==> src/rtl/cpu_common_pkg.sv <==
// Shared CPU datapath types: register address, machine word and the
// write-back request that carries one pending register-file write.
package cpu_common;

  localparam int unsigned XLEN     = 32;
  localparam int unsigned NUM_REGS = 32;

  typedef logic [4:0]      regaddr_t;
  typedef logic [XLEN-1:0] word_t;

  typedef struct packed {
    regaddr_t addr;
    word_t    data;
  } wb_req_t;

endpackage

==> src/rtl/regfile_writeback_wb_fifo.sv <==
// Synchronous FIFO of write-back requests. Pointers carry an extra wrap bit
// so that full and empty can be told apart when the index bits match.
module wb_fifo
  import cpu_common::*;
#(
  parameter int unsigned DEPTH = 2
) (
  input  logic    clk_i,
  input  logic    rst_ni,
  input  logic    push_i,
  input  wb_req_t push_data_i,
  input  logic    pop_i,
  output wb_req_t head_o,
  output logic    full_o,
  output logic    empty_o
);

  localparam int unsigned AW = $clog2(DEPTH);
  localparam logic [AW:0] PTR_ONE = {{AW{1'b0}}, 1'b1};

  logic [AW:0] wr_ptr_q;
  logic [AW:0] rd_ptr_q;
  wb_req_t     mem_q [DEPTH];

  assign empty_o = (wr_ptr_q == rd_ptr_q);
  assign full_o  = (wr_ptr_q[AW] != rd_ptr_q[AW]) &&
                   (wr_ptr_q[AW-1:0] == rd_ptr_q[AW-1:0]);
  assign head_o  = mem_q[rd_ptr_q[AW-1:0]];

  // Advance the pointers on accepted push/pop; reset drops all contents.
  always_ff @(posedge clk_i or negedge rst_ni) begin
    if (!rst_ni) begin
      wr_ptr_q <= '0;
      rd_ptr_q <= '0;
    end else begin
      if (push_i && !full_o) wr_ptr_q <= wr_ptr_q + PTR_ONE;
      if (pop_i && !empty_o) rd_ptr_q <= rd_ptr_q + PTR_ONE;
    end
  end

  // Storage needs no reset: slots are only read between push and pop.
  always_ff @(posedge clk_i) begin
    if (push_i && !full_o) mem_q[wr_ptr_q[AW-1:0]] <= push_data_i;
  end

endmodule

==> src/rtl/regfile_writeback.sv <==
// Register-file writer: arbitrates ALU and queued load results onto the
// single write port, tracks pending destinations, and forwards the write
// being presented this cycle to both operand read ports.
module regfile_writeback
  import cpu_common::*;
#(
  parameter int unsigned LD_FIFO_DEPTH = 2,
  parameter int unsigned STARVE_LIMIT  = 3
) (
  input  logic     clk_i,
  input  logic     rst_ni,
  input  logic     reserve_i,
  input  regaddr_t reserve_addr_i,
  input  logic     alu_valid_i,
  output logic     alu_ready_o,
  input  regaddr_t alu_addr_i,
  input  word_t    alu_data_i,
  input  logic     ld_valid_i,
  output logic     ld_ready_o,
  input  regaddr_t ld_addr_i,
  input  word_t    ld_data_i,
  output logic     rf_write_enable_o,
  output regaddr_t rf_write_addr_o,
  output word_t    rf_write_data_o,
  output logic [NUM_REGS-1:0] busy_o,
  input  regaddr_t rs1_addr_i,
  output logic     rs1_fwd_valid_o,
  output word_t    rs1_fwd_data_o,
  input  regaddr_t rs2_addr_i,
  output logic     rs2_fwd_valid_o,
  output word_t    rs2_fwd_data_o
);

  localparam int unsigned CW = $clog2(STARVE_LIMIT + 1);
  localparam logic [CW-1:0] CNT_MAX = CW'(STARVE_LIMIT);
  localparam logic [CW-1:0] CNT_ONE = CW'(1);
  localparam logic [NUM_REGS-1:0] X0_MASK = {{(NUM_REGS-1){1'b1}}, 1'b0};

  wb_req_t       ld_req;
  wb_req_t       fifo_head;
  logic          fifo_push;
  logic          fifo_full;
  logic          fifo_empty;
  logic          starve;
  logic          alu_win;
  logic          fifo_win;
  wb_req_t       win_req;
  logic          win_we;
  logic [CW-1:0] starve_cnt_q;
  logic [NUM_REGS-1:0] busy_q;
  logic [NUM_REGS-1:0] busy_set;
  logic [NUM_REGS-1:0] busy_clr;

  // Loads to x0 are acknowledged but never enqueued.
  assign ld_req     = '{addr: ld_addr_i, data: ld_data_i};
  assign ld_ready_o = !fifo_full;
  assign fifo_push  = ld_valid_i && !fifo_full && (ld_addr_i != '0);

  wb_fifo #(
    .DEPTH (LD_FIFO_DEPTH)
  ) u_ld_fifo (
    .clk_i       (clk_i),
    .rst_ni      (rst_ni),
    .push_i      (fifo_push),
    .push_data_i (ld_req),
    .pop_i       (fifo_win),
    .head_o      (fifo_head),
    .full_o      (fifo_full),
    .empty_o     (fifo_empty)
  );

  // Pick this cycle's writer: ALU first unless a waiting load has starved.
  always_comb begin
    starve   = (starve_cnt_q == CNT_MAX) && !fifo_empty;
    alu_win  = alu_valid_i && !starve;
    fifo_win = !alu_win && !fifo_empty;
    win_req  = '0;
    if (alu_win) begin
      win_req = '{addr: alu_addr_i, data: alu_data_i};
    end else if (fifo_win) begin
      win_req = fifo_head;
    end
    win_we = (alu_win || fifo_win) && (win_req.addr != '0);
  end

  assign alu_ready_o = !starve;

  // Stage the winner onto the regfile write port.
  always_ff @(posedge clk_i or negedge rst_ni) begin
    if (!rst_ni) begin
      rf_write_enable_o <= 1'b0;
      rf_write_addr_o   <= '0;
      rf_write_data_o   <= '0;
    end else begin
      rf_write_enable_o <= win_we;
      rf_write_addr_o   <= win_req.addr;
      rf_write_data_o   <= win_req.data;
    end
  end

  // Count consecutive ALU wins over a waiting load, saturating at the limit.
  always_ff @(posedge clk_i or negedge rst_ni) begin
    if (!rst_ni) begin
      starve_cnt_q <= '0;
    end else if (fifo_empty || fifo_win) begin
      starve_cnt_q <= '0;
    end else if (alu_win && (starve_cnt_q != CNT_MAX)) begin
      starve_cnt_q <= starve_cnt_q + CNT_ONE;
    end
  end

  // Decode reservation and commit into per-register set/clear masks.
  always_comb begin
    busy_set = '0;
    busy_clr = '0;
    if (reserve_i)         busy_set[reserve_addr_i]  = 1'b1;
    if (rf_write_enable_o) busy_clr[rf_write_addr_o] = 1'b1;
  end

  // Pending-write scoreboard; a same-cycle set overrides the clear.
  always_ff @(posedge clk_i or negedge rst_ni) begin
    if (!rst_ni) begin
      busy_q <= '0;
    end else begin
      busy_q <= ((busy_q & ~busy_clr) | busy_set) & X0_MASK;
    end
  end

  assign busy_o = busy_q;

  assign rs1_fwd_valid_o = rf_write_enable_o && (rf_write_addr_o == rs1_addr_i) && (rs1_addr_i != '0);
  assign rs1_fwd_data_o  = rf_write_data_o;
  assign rs2_fwd_valid_o = rf_write_enable_o && (rf_write_addr_o == rs2_addr_i) && (rs2_addr_i != '0);
  assign rs2_fwd_data_o  = rf_write_data_o;

endmodule

==> config.mk <==
export PLATFORM = sky130hd
export DESIGN_NAME = regfile_writeback
export DESIGN_NICKNAME = d
export VERILOG_FILES = /design/src/rtl/cpu_common_pkg.sv /design/src/rtl/regfile_writeback_wb_fifo.sv /design/src/rtl/regfile_writeback.sv
export SDC_FILE = /design/constraint.sdc
export NUM_CORES = 1
export LEC_CHECK = 0
export BUFFER_PORTS_ARGS = -buffer_cell sky130_fd_sc_hd__buf_2
export CORE_UTILIZATION = 35
export CTS_CLUSTER_DIAMETER = 60
export CTS_CLUSTER_SIZE = 40
export DETAILED_ROUTE_END_ITERATION = 16
export HOLD_SLACK_MARGIN = 0.03
export PLACE_DENSITY = 0.64
export SYNTH_ARGS = -nofsm -noshare
export SYNTH_HDL_FRONTEND = slang
export SYNTH_SLANG_ARGS = --single-unit
==> constraint.sdc <==
create_clock -name clk_i -period 4.3 [get_ports clk_i]
set_clock_uncertainty 0.1 [all_clocks]
set_input_delay 0.86 -clock clk_i [delete_from_list [all_inputs] [get_ports clk_i]]
set_output_delay 0.86 -clock clk_i [all_outputs]
set_load 0.01 [all_outputs]
**Word-level counts from Yosys, hierarchy flattened**

Memories as Yosys holds them, arrays and structs flattened.
Cells that the tools add are included.

- Bits of input ports: 94
- Memory bits (writable): 74
- Memories: 1
- Output and inout bits: 138
- Logic and storage cells: 64
- Flip-flop bits (word level): 75

Memories:

| memory | depth | width | read ports | clocked after Yosys merged registers in | wr ports | line | source |
|---|---|---|---|---|---|---|---|
| u_ld_fifo.mem_q | 2 | 37 | 1 | 0 | 1 | regfile_writeback_wb_fifo.sv:23 | `wb_req_t mem_q [DEPTH];` |

- Add/sub/neg operators: 3
- Eq/ne operators: 7
- Order comparisons: 4
- Bitwise logic cells: 3
- Reduce and logical (&&, ||, !) cells: 27
- Multiplexer cells: 12

Operators with widths:

| kind | number |
|---|---|
| 2-to-1 mux 37 bit | 2 |
| 2-to-1 mux 32 bit | 2 |
| bitwise AND 32 bit | 1 |
| inverter 32 bit | 1 |
| bitwise OR 32 bit | 1 |
| nonzero test 5 bit | 4 |
| logical AND 1 bit | 16 |
| < comparator 5 x 6 -> 1 bit (second input constant) | 2 |
| demux 1 bit (select 5 bit) | 2 |
| equality test 5 bit | 2 |
| >= comparator 5 x 1 -> 1 bit (second input constant) | 2 |
| adder 2 x 1 -> 2 bit (second input constant) | 3 |
| logical NOT 1 bit | 4 |
| 2-to-1 mux 1 bit | 4 |
| 2-to-1 mux 2 bit | 2 |
| equality test 2 bit | 1 |
| equality test 2 bit (second input constant) | 1 |
| logical OR 1 bit | 2 |
| != test 2 bit (second input constant) | 1 |
| nonzero test 2 bit | 1 |
| equality test 1 bit | 1 |
| != test 1 bit | 1 |

**Logic depth before layout (Yosys ltp)**

- Depth in word-level cells: 11
- Mapped depth: 8
- Mapped depth without buffers: 6

**Cells and area by module**

From an unflattened synthesis, not the netlist that was laid out.

- Cell total of the unflattened synthesis: 522
- Area, all modules: 6547.5 um^2

Modules (own cells, without submodules):

| module | seq. area each (um^2) | instances | area an instance (um^2) | cells each |
|---|---|---|---|---|
| regfile_writeback | 1776.7 | 1 | 3585.9 | 379 |
| wb_fifo | 2322.2 | 1 | 2961.6 | 143 |

**Worst setup path after synthesis**

No wires, ideal clock.

- Path kind: input -> register
- From: in ld_addr_i[0]
- To: mem u_ld_fifo.mem_q[1][0] (netlist name), enable pin
- Setup time: 434 ps
- Buffers on the path: 0
- Required time: 3766 ps
- Cell stages on the path: 3
- Arrival: 2714 ps
- Setup slack: 1051 ps
- Path through: or4_1 o211ai_1 nor2_1

- Cells in the longest elaborated chain, start to end: 5

Ends and longest elaborated chain:

| what | line | source |
|---|---|---|
| start, declared | regfile_writeback.sv:20 | `input regaddr_t ld_addr_i,` |
| nonzero test 5 bit | regfile_writeback.sv:57 | `assign fifo_push = ld_valid_i && !fifo_full && (ld_addr_i != '0);` |
| logical AND 1 bit | regfile_writeback.sv:57 |  |
| logical AND 1 bit | regfile_writeback_wb_fifo.sv:43 | `if (push_i && !full_o) mem_q[wr_ptr_q[AW-1:0]] <= push_data_i;` |
| 2-to-1 mux 1 bit | regfile_writeback_wb_fifo.sv:43 |  |
| 2-to-1 mux 1 bit (not written as such) | regfile_writeback_wb_fifo.sv:43 |  |
| end, declared | regfile_writeback_wb_fifo.sv:23 |  |

Every way passes these cells.

**Worst setup path after layout**

- From: reg rf_write_addr_o[2]
- To: out rs2_fwd_valid_o

- Cells in the longest elaborated chain, start to end: 3

Ends and longest elaborated chain:

| what | line | source |
|---|---|---|
| start, declared | regfile_writeback.sv:23 | `output regaddr_t rf_write_addr_o,` |
| start signal, assigned | regfile_writeback.sv:96 | `rf_write_addr_o <= win_req.addr;` |
| equality test 5 bit | regfile_writeback.sv:133 | `assign rs2_fwd_valid_o = rf_write_enable_o && (rf_write_addr_o == rs2_addr_i) && (rs2_addr_i != '0);` |
| logical AND 1 bit (2 in series) | regfile_writeback.sv:133 |  |
| end, declared | regfile_writeback.sv:30 | `output logic rs2_fwd_valid_o,` |

Every way passes these cells.

==> metrics.yaml <==
status: "complete, no violations"
grt_pass1_wl_mm: 21.6
gp_congestion: 0.837
die_w_um: 136
cts-resized-gates: 0
wl_per_cell_um: 16.3
synth_common_cells: "75 x dfrtp_1, 74 x edfxtp_1, 66 x buf_4"
cts.sinks: 149
htreeDepth: 4
synth_fp_nets: 576
slew_headroom_pct: 26.2
netlist.area_leader.share_pct: 35.2
synth_cell_type_count: 32
drv_cap: 0
synthAdderAreaFrac_pct: 0.198
wl_met2_mm: 7.16
core-area_sq_um: 17500
yosys.area_share.xor_xnor_pct: 2.32
synth_area_sq_um: 6310
clock_latency_ns: 0.42
hold_viol_final: 0
via_per_inst: 4.94
vias: 4374
chipHeight_um: 136
num-fill-cells: 1611
grt_max_degree: 76
async_reset_ff_share_pct: 50.3
drt-initial-drc-count: 219
synth-simple-area-share_pct: 6.78
io_buffers: 230
numCtsBuffers: 17
crit_arrival_ns: 1.84
die-area_sq_um: 18600
synth.most_common_cell: "dfrtp_1"
hold_buffers: 0
fin_crit_ns: 2.80
synth_compound_area_share_pct: 9.88
clkSlewWorstSetupHoldPaths_ns: 0.07
cts_tree: "built"
dpl.hpwl_mm: 10.2
fmax_mhz: 357
synth_area_leaders: "edfxtp_1 35%, dfrtp_1 30%, buf_4 7.9%"
grt_pass1_vias: 4261
utilization_pct: 44.5
p_per_area_nw_per_um2: 770
setup_viol: 0
rsz0062_at_grt: "false"
end_kind: "primary output"
fp-row-count: 48
ys_warn_count: 0
drc: 0
vdd_drop_max_v: 0.000333
root_buffer: "clkbuf_16"
ios: 232
ys_seq_elements: 149
synth_area_leader_cell: "edfxtp_1"
syn_to_final_growth_pct: 23.4
synthFlopType: "dfrtp_1"
critPathKind: "reg -> out"
tightest_slew_ns: 1.10
nets: 742
cts_setup_buffers: 0
leakage_nw: 3.44
postRouteAntennaNets: 0
tns_ns: 0
highest_layer: "met5"
clock_path_buffers: 2
wl_mm: 14.4
hold_class: "reg -> reg"
layout-drive-gt1-share_pct: 42.3
wl_met1_mm: 5.88
seq_area_frac_synth_pct: 65.0
grt_usage_pct: 15.7
critPathRequiredTime_ns: 3.34
fin_crit_sh_pct: 65.1
first_pass_iters: 5
synth_top_family_by_area: "buffers and inverters"
antenna_cells: 0
crit_fanout: 12
postSynthCellCount: 481
drv_slew: 0
synthMuxAreaShare_pct: 5.87
grt_antenna_before_repair: 1
critPathLaunchType: "flip-flop"
avgSynthCellArea_sq_um: 13.1
met3WireLength_mm: 1.16
synth-edff-count: 74
grt-ovfl-total: 0
start_util_pct: 36.1
==> per-layer routing <==
layer	vias to the layer above	track usage (%)
met5	-	0
met4	2	7.65
met3	21	3.95
met2	234	26.6
met1	2119	18.4
li1	1998	-
==> stage by stage <==
stage / cell area (sq um) / setup slack [ns] / hold slack (ns) / instances / power [mW]
4_1_cts: 7780 / 1.49 / 0.334 / 885 / 6.07
3_5_place_dp: 7170 / 1.43 / 0.325 / 853 / 4.54
3_3_place_gp: 7170 / 1.51 / 0.317 / 853 / 4.48
5_1_grt: 7780 / 1.43 / 0.369 / 885 / 6.36
6_report: 7780 / 1.50 / 0.330 / 885 / 5.99
2_1_floorplan: 6310 / 1.05 / 0.306 / 481 / 3.93
==> final cells by class <==
class / instances / area (sq um) / area share [%]
clock buffer: 17 / 425 / 5.47
clock inverter: 15 / 185 / 2.38
inverter: 2 / 7.51 / 0.0965
multi-input combinational: 244 / 1610 / 20.6
sequential: 149 / 4100 / 52.7
tap: 225 / 282 / 3.62
timing repair buffer: 233 / 1180 / 15.1
==> kinds of logic (layout without fill, tap and decap cells) <==
family,count (synthesis),after routing
mux,37,37
buf+inv,88,267
fa+ha+maj,1,1
xor+xnor,15,15
flops,149,149
other cells,1,1
simple gates,85,85
compound gates,105,105
==> flip-flops by register name, summed over array words and instances, names as in the netlist <==
signal and cells:
rf_write_enable_o 1, busy_o 31, u_ld_fifo.rd_ptr_q 2, rf_write_data_o 32
starve_cnt_q 2, rf_write_addr_o 5, u_ld_fifo.mem_q 74, u_ld_fifo.wr_ptr_q 2
==> path summary, 6_finish.rpt <==
| kind | from | end | slack (ns) | cells past startpoint |
|---|---|---|---|---|
| max in group asynchronous | rst_ni | u_ld_fifo.rd_ptr_q[0]$_DFFE_PN0P_ | 2.90 | 1 |
| worst min-delay path | starve_cnt_q[0]$_DFFE_PN0P_ | starve_cnt_q[0]$_DFFE_PN0P_ | 0.33 | 1 |
| worst max register to register | u_ld_fifo.wr_ptr_q[0]$_DFFE_PN0P_ | rf_write_data_o[25]$_DFF_PN0_ | 1.71 | 6 |
| worst max-delay path | rf_write_addr_o[2]$_DFF_PN0_ | rs2_fwd_valid_o | 1.50 | 5 |
| min in group asynchronous | rst_ni | busy_o[6]$_DFF_PN0_ | 0.50 | 1 |
| worst min register to register | starve_cnt_q[0]$_DFFE_PN0P_ | starve_cnt_q[0]$_DFFE_PN0P_ | 0.33 | 1 |
==> worst max-delay path: stages (launching register included) <==
cell     delay (ns)
dfrtp_1        0.57
xor2_1         0.25
nor3_1         0.23
nand3_1        0.10
nor2_1         0.12
buf_2          0.14
==> layout by cell type (no fill, tap or decap), types with 2 or more instances in the layout <==
cell         n
o21ai_0     63
or3_1        2
o22ai_1      4
nor2_4       2
nand3_1      6
or3b_2       6
inv_6        5
nand2b_1     2
nand2_1     41
nor2_1       5
inv_8        4
o211ai_1     2
a21oi_1      2
and3_1       2
nand3b_1    10
o31ai_1     32
nor4_1       2
edfxtp_1    74
mux2i_1     37
bufinv_16    2
dfrtp_1     74
xor2_1       8
clkbuf_16   17
inv_1        2
nor3_1       4
xnor2_1      5
xor2_2       2
buf_2      229
buf_4        4
==> power breakdown <==
| group | internal (mW) | leakage [nW] | switching, mW |
|---|---|---|---|
| logic | 0.805 | 1.57 | 1.25 |
| registers | 2.08 | 1.58 | 0.345 |
| clock network | 0.883 | 0.297 | 0.633 |
No activity file was read; power rests on OpenSTA's default activity.
